<file path="src/rtl/matinv_job_arbiter.sv">
// matinv_job_arbiter
// Round-robin scheduler sharing one matrix-inversion engine among R requesters.
// Each job: grant a requester, capture its matrix, pulse the engine reset to
// clear its sticky done, pulse start, wait for done (guarded by a watchdog),
// then hold the result for the owner until it is accepted.
//
// Ports:
//   clk, rst         clock, asynchronous active-high reset
//   req              per-requester job request (level)
//   req_matrix       requester r's matrix at [r*W*N*N +: W*N*N]
//   req_ack          one-hot 1-cycle pulse, job accepted
//   rsp_valid        one-hot result valid, held until rsp_ready of the owner
//   rsp_ready        per-requester result accept
//   rsp_matrix       result matrix (zero on timeout)
//   rsp_timeout      qualifies rsp_valid, job was aborted by the watchdog
//   eng_rst          engine reset pulse
//   eng_start        engine start pulse
//   eng_matrix_in    registered copy of the granted matrix
//   eng_done         engine done (sticky until engine reset)
//   eng_matrix_out   engine result
//   busy             high whenever the scheduler is not idle
module matinv_job_arbiter #(
  parameter int N       = 3,
  parameter int W       = 8,
  parameter int R       = 2,
  parameter int TIMEOUT = 255
) (
  input  logic               clk,
  input  logic               rst,
  input  logic [R-1:0]       req,
  input  logic [R*W*N*N-1:0] req_matrix,
  output logic [R-1:0]       req_ack,
  output logic [R-1:0]       rsp_valid,
  input  logic [R-1:0]       rsp_ready,
  output logic [W*N*N-1:0]   rsp_matrix,
  output logic               rsp_timeout,
  output logic               eng_rst,
  output logic               eng_start,
  output logic [W*N*N-1:0]   eng_matrix_in,
  input  logic               eng_done,
  input  logic [W*N*N-1:0]   eng_matrix_out,
  output logic               busy
);

  localparam int M  = W * N * N;
  localparam int IW = $clog2(R);
  localparam int CW = $clog2(TIMEOUT + 1);
  localparam logic [R-1:0] ONE = R'(1);

  typedef enum logic [2:0] {
    S_IDLE,
    S_CLEAR,
    S_LAUNCH,
    S_WAIT,
    S_RESP
  } state_t;

  state_t          r_state;
  logic [IW-1:0]   r_last;
  logic [IW-1:0]   r_gnt;
  logic [CW-1:0]   r_cnt;
  logic [R-1:0]    r_req_ack;
  logic [R-1:0]    r_rsp_valid;
  logic [M-1:0]    r_rsp_matrix;
  logic            r_rsp_timeout;
  logic            r_eng_rst;
  logic            r_eng_start;
  logic [M-1:0]    r_eng_matrix_in;
  logic            r_busy;

  logic            w_any;
  logic [IW-1:0]   w_win;
  logic [IW-1:0]   w_cand;

  // Round-robin pick: scan from last+1 upward, wrapping; first requester wins.
  always_comb begin
    w_any  = 1'b0;
    w_win  = '0;
    w_cand = '0;
    for (int unsigned k = 1; k <= R; k++) begin
      w_cand = IW'((32'(r_last) + k) % 32'(R));
      if (!w_any && req[w_cand]) begin
        w_any = 1'b1;
        w_win = w_cand;
      end
    end
  end

  always_ff @(posedge clk or posedge rst) begin
    if (rst) begin
      r_state         <= S_IDLE;
      r_last          <= IW'(R - 1);
      r_gnt           <= '0;
      r_cnt           <= '0;
      r_req_ack       <= '0;
      r_rsp_valid     <= '0;
      r_rsp_matrix    <= '0;
      r_rsp_timeout   <= 1'b0;
      r_eng_rst       <= 1'b0;
      r_eng_start     <= 1'b0;
      r_eng_matrix_in <= '0;
      r_busy          <= 1'b0;
    end else begin
      case (r_state)
        S_IDLE: begin
          if (w_any) begin
            r_gnt           <= w_win;
            r_last          <= w_win;
            r_eng_matrix_in <= req_matrix[w_win*M +: M];
            // Ack and engine reset are registered so both show in CLEAR.
            r_req_ack       <= ONE << w_win;
            r_eng_rst       <= 1'b1;
            r_busy          <= 1'b1;
            r_state         <= S_CLEAR;
          end
        end
        S_CLEAR: begin
          r_req_ack   <= '0;
          r_eng_rst   <= 1'b0;
          r_eng_start <= 1'b1;
          r_state     <= S_LAUNCH;
        end
        S_LAUNCH: begin
          r_eng_start <= 1'b0;
          r_cnt       <= '0;
          r_state     <= S_WAIT;
        end
        S_WAIT: begin
          // Done takes priority over a watchdog expiry in the same cycle.
          if (eng_done) begin
            r_rsp_matrix  <= eng_matrix_out;
            r_rsp_timeout <= 1'b0;
            r_rsp_valid   <= ONE << r_gnt;
            r_state       <= S_RESP;
          end else if (r_cnt == CW'(TIMEOUT - 1)) begin
            r_rsp_matrix  <= '0;
            r_rsp_timeout <= 1'b1;
            r_rsp_valid   <= ONE << r_gnt;
            r_state       <= S_RESP;
          end else if (r_cnt != '1) begin
            r_cnt <= r_cnt + CW'(1);
          end
        end
        S_RESP: begin
          if (rsp_ready[r_gnt]) begin
            r_rsp_valid <= '0;
            r_busy      <= 1'b0;
            r_state     <= S_IDLE;
          end
        end
        default: r_state <= S_IDLE;
      endcase
    end
  end

  assign req_ack       = r_req_ack;
  assign rsp_valid     = r_rsp_valid;
  assign rsp_matrix    = r_rsp_matrix;
  assign rsp_timeout   = r_rsp_timeout;
  assign eng_rst       = r_eng_rst;
  assign eng_start     = r_eng_start;
  assign eng_matrix_in = r_eng_matrix_in;
  assign busy          = r_busy;

endmodule

</file>
<file path="config.mk">
export PLATFORM = sky130hd
export DESIGN_NAME = matinv_job_arbiter
export DESIGN_NICKNAME = d
export VERILOG_FILES = /design/src/rtl/matinv_job_arbiter.sv
export SDC_FILE = /design/constraint.sdc
export NUM_CORES = 1
export LEC_CHECK = 0
export ABC_CLOCK_PERIOD_IN_PS = 9060
export CELL_PAD_IN_SITES_DETAIL_PLACEMENT = 0
export CELL_PAD_IN_SITES_GLOBAL_PLACEMENT = 1
export CORE_MARGIN = 2
export CORE_UTILIZATION = 30
export DETAILED_ROUTE_END_ITERATION = 10
export PLACE_DENSITY = 0.9
export SYNTH_ARGS = -nofsm -noshare
export SYNTH_HDL_FRONTEND = slang
export SYNTH_SLANG_ARGS = --single-unit
</file>
<file path="constraint.sdc">
create_clock -name clk -period 9.06 [get_ports clk]
set_input_delay 0.906 -clock clk [delete_from_list [all_inputs] [get_ports clk]]
set_output_delay 0.906 -clock clk [all_outputs]
set_load 0.03 [all_outputs]
</file>
Yosys cells after proc, flatten, opt, wreduce, memory -nomap -nowiden
Index checks and enable logic that the tools add are counted.

cells by class
  $add $sub $neg = 3
  multiply operators = 1
  $lt $le $gt $ge = 3
  equal/unequal tests = 12
  shift operators = 3
  multiplexer cells = 34
  reductions and logical operators = 16

operators by type and width
  operator                                                                       count
  72-bit two-way mux                                                             2
  144-bit by 9-bit variable part select with 72-bit output                       1
  8-bit two-way mux                                                              3
  8-bit case mux with 2 select lines                                             1
  3-bit case mux with 5 select lines                                             1
  1-bit two-way mux                                                              14
  3-bit two-way mux                                                              4
  2-bit nonzero test                                                             6
  2-bit != test (second input constant)                                          5
  3-bit AND reduction                                                            3
  8-bit by 1-bit adder with 8-bit output (second input constant)                 1
  8-bit equality test (second input constant)                                    1
  2-bit two-way mux                                                              4
  8-bit != test (second input constant)                                          1
  2-bit case mux with 2 select lines                                             2
  3-bit by 2-bit equality test with 1-bit output (second input constant)         2
  1-bit by 2-bit less-than comparator with 1-bit output (second input constant)  3
  1-bit case mux with 2 select lines                                             3
  2-bit AND reduction                                                            3
  1-bit by 4-bit multiplier with 5-bit output (second input constant)            1
  4-bit AND reduction                                                            1
  1-bit by 1-bit left shift with 2-bit output (first input constant)             2
  3-bit by 1-bit equality test with 1-bit output (second input constant)         1
  3-bit equality test (second input constant)                                    1
  other kinds (5)                                                                6

word-level totals
  flip-flop bits (word level) = 165
  input port bits = 223
  output and inout bits = 152
  word-level logic and storage cells = 84

Depth between registers and ports, before layout
  depth in word-level cells = 10
  depth in mapped cells = 7
  mapped depth without buffers = 6

Least setup slack after synthesis
OpenSTA, ideal clock, no wires.

  kind = input to register
  from = in req[1]
  to = reg r_eng_matrix_in[16], in the netlist eng_matrix_in[16]
  setup time = 123 ps
  arrival time = 1,878 ps
  data required time = 8,937 ps
  path slack = 7,059 ps
  stages = 5
  path buffers = 2
  cell sequence = a21boi_1 buf_2 buf_2 mux2i_1 a21oi_1

on the way
  word-level cells in the longest chain between the ends = 8
  elaborated cells between the ends (all ways) = 13
  those cells by class = 1 x mul; 1 x shift; 8 x mux; 3 x reduce/logical

ends and longest elaborated chain
  element                                                   line  RTL
  from (decl)                                               30    input logic [R-1:0] req,
  1-bit two-way mux (implied by the code) (2 in a row)      82    if (!w_any && req[w_cand]) begin
  1-bit two-way mux                                         82
  1-bit logical NOT                                         82
  1-bit logical AND                                         82
  1-bit two-way mux                                         82
  1-bit by 4-bit multiplier with 5-bit output               109   r_eng_matrix_in <= req_matrix[w_win*M +: M];
  144-bit by 9-bit variable part select with 72-bit output  109
  to (signal assigned)                                      109
  to (decl)                                                 68    logic [M-1:0] r_eng_matrix_in;

Several ways; a longest one is shown, not always the timed one. The select of a mux whose other input is x is not followed.
A chain may end at the register's enable or synchronous reset.

Worst setup path after layout
  from = in req[1]
  to = reg r_eng_matrix_in[67], in the netlist eng_matrix_in[67]

Same word-level chain as after synthesis.

==> flow_summary.toml <==
[sta]
tightest_slew_ns = 1.04
tmin_final_ns = 3.23
final-setup-viol-count = 0
hold_ws_ns = 0.495
final_min_period_over_clock_period_pct = 35.7
rsz0062_at_grt = "no"
timing.slew.headroom_pct = 30.9
drv_slew = 0
hold_violations = 0
post_route_skew_ns = 0.0127
fmax_ghz = 0.310
finalSetupTns_ns = 0

[global_route]
grt_busiest_layer = "met2"
globalRouteTotalUtil_pct = 18.1
number_of_antenna_violations_at_the_first_check_in_global_routing = 0
grt_first_pass_wirelength_um = 34200
grt.met2_usage_pct = 30.7
met1_grt_util_pct = 21.2
maximum_number_of_pins_on_one_net_before_global_route_repair = 109
met3_usage_pct = 7.86
via_count_of_the_first_global_routing_pass = 6097
globalRoute.totalOverflow = 0

[die]
die_w_um = 156
core_um2 = 22700
std_cell_rows = 55
design.die.area_um2 = 24400
die_y_um = 156
effective_utilization_at_floorplan_pct = 30.6
io_pins = 375

[logic_synthesis]
synth_top_flop_cell = "sky130_fd_sc_hd__dfrtp_1"
synthCells = 592
post_synth_main_area_contributors = "sky130_fd_sc_hd__dfrtp_1 59%, sky130_fd_sc_hd__mux2i_1 11%, sky130_fd_sc_hd__a22o_1 9.2%, sky130_fd_sc_hd__a21oi_1 5.8%, sky130_fd_sc_hd__nor2_1 4.6%"
yosys-top-cells-count = "164 x sky130_fd_sc_hd__dfrtp_1, 85 x sky130_fd_sc_hd__nor2_1, 81 x sky130_fd_sc_hd__a21oi_1, 73 x sky130_fd_sc_hd__a22o_1, 73 x sky130_fd_sc_hd__mux2i_1"
ys_ff_latch = 165
synth_enable_flop_cells = 0
seq_total_area_yosys_pct = 59.4
netlist.area_leader.share_pct = 59.0
yosysMostFrequentCell = "sky130_fd_sc_hd__dfrtp_1"
synth.lib_cells_used.distinct = 42
netlist.top_cell.by_area = "sky130_fd_sc_hd__dfrtp_1"
synthesis.area_um2 = 6950
mappedNetlistNets = 817
synth.yosys.warnings = 0
ys_async_sr_fraction_pct = 100
syn_avg_cell_area_um2 = 11.7

[worst_setup_path]
crit_required_ns = 9.31
critPathArrivalTime_ns = 3.48
type_of_the_worst_setup_path = "in -> reg"
crit_path_end_kind = "flip-flop"
start_kind = "primary input"
worst-path-max-fanout = 52

[run]
cap_viol_max_count = 0

[drt]
avgViaCountPerCell = 4.87
drt_iter0_drc = 357
drc_markers = 0
detailed_route_wire_length_um = 22600
vias_after_detailed_routing = 6058
avgRoutedWirePerCell_um = 18.2
detailedRoute.firstPassIterationCount = 4
drt.antenna.violating_nets = 0

[worst_hold_path]
timing.hold.worst.class = "reg -> reg"

[finish]
fillers = 2071
num-nets-final = 1172
n_antenna_cell = 0
design_area_um2 = 11400
fraction_of_final_layout_cells_sized_beyond_drive_strength_1_pct = 4.79
area_growth_syn_to_layout_pct = 64.3

[clock_tree]
postCtsResizedCells = 0
tritoncts = "done"
ctsRootBufferMaster = "sky130_fd_sc_hd__clkbuf_16"
cts-htree-levels = 4
clock_sink_count = 165
clock_path_buffers = 2
cts.hold.buffers_added = 0
numCtsBuffers = 17
clk_latency_ns = 0.42
postCtsSetupRepairBufs = 0
clkSlewWorstSetupHoldPaths_ns = 0.07

[power]
power.density_cell_area_nw_per_um2 = 362
max_ir_drop_vdd_v = 0.000237
power.static_leakage_uw = 0.00481

[placed_design]
detailedPlacementHpwl_um = 16400
placed_area_um2 = 10900
buffer_ports.inserted = 374
gp_routability_congestion = 0.769

[status]
status = "finished, final reports clean"
## cells by family (layout without fill, tap and decap cells)
group	count (synthesis)	in the layout	synth area share [%]
mux	74	74	10.7
simple gates	119	119	7.29
buf+inv	48	416	4.01
flops	165	165	59.4
fa+ha+maj	2	2	0.360
compound gates	184	184	18.3
## layer usage
| layer | part of all wire (%) | up-vias |
|---|---|---|
| met1 | 39 | 2882 |
| met5 | 0 | - |
| met2 | 49 | 281 |
| met4 | 1.6 | 0 |
| met3 | 10 | 28 |
| li1 | - | 2867 |
## cells in the final DEF, fill, tap and decap left out, types with 6 or more instances in the layout
cell type                           n
sky130_fd_sc_hd__a22o_1            73
sky130_fd_sc_hd__a21oi_1           81
sky130_fd_sc_hd__clkdlybuf4s50_1  374
sky130_fd_sc_hd__o21ai_0            8
sky130_fd_sc_hd__nor3_1             6
sky130_fd_sc_hd__mux2i_1           73
sky130_fd_sc_hd__dfrtp_1          164
sky130_fd_sc_hd__nand2_1           10
sky130_fd_sc_hd__clkbuf_16         17
sky130_fd_sc_hd__nor2_1            85
## path summary, 6_finish.rpt
kind                       depth (start not counted)  slack, ns  startpoint                end
min in group asynchronous                          2       1.00         rst     rsp_matrix[57]
setup reg to reg                                   5       5.92  r_state[0]  eng_matrix_in[10]
hold reg to reg                                    1       0.49       r_gnt       rsp_valid[0]
max in group asynchronous                          3       6.49         rst  eng_matrix_in[64]
setup / recovery                                   5       5.83      req[1]  eng_matrix_in[67]
hold / removal                                     1       0.49       r_gnt       rsp_valid[0]
## cell type report
| type | instances | area, um^2 | area share, % |
|---|---|---|---|
| Clock buffer | 18 | 429 | 3.76 |
| Timing Repair Buffer | 379 | 3780 | 33.1 |
| Clock inverter | 14 | 136 | 1.19 |
| Inverter | 5 | 23.8 | 0.208 |
| Sequential cell | 165 | 4130 | 36.2 |
| Multi-Input combinational cell | 379 | 2570 | 22.5 |
| Tap cell | 285 | 357 | 3.12 |
## flip-flops by register name, indices dropped and copies added, names as in the netlist, 2 cells and up
name           count
eng_matrix_in     72
rsp_matrix        72
r_cnt              8
r_state            3
req_ack            2
rsp_valid          2
## per-stage QoR
stage,util [%],setup slack [ns],cells,total power (uW)
final,50.3,5.83,1245,4140
after global placement,47.8,5.43,1213,3420
after CTS,50.3,5.85,1245,4190
after global routing,50.3,5.56,1245,4390
after floorplan,-,3.69,592,2540
after detailed placement,47.8,5.40,1213,3450
## power by group
| group | switching (uW) | internal (uW) |
|---|---|---|
| combinational | 1210 | 918 |
| clock | 340 | 366 |
| sequential | 220 | 1080 |
| total | 1770 | 2360 |
## critical path: stages
cell	delay, ns
sky130_fd_sc_hd__clkdlybuf4s50_1	0.53
sky130_fd_sc_hd__a21boi_4	0.79
sky130_fd_sc_hd__buf_4	0.80
sky130_fd_sc_hd__mux2i_1	0.27
sky130_fd_sc_hd__a21oi_1	0.08
No activity file was read; power rests on OpenSTA's default activity.
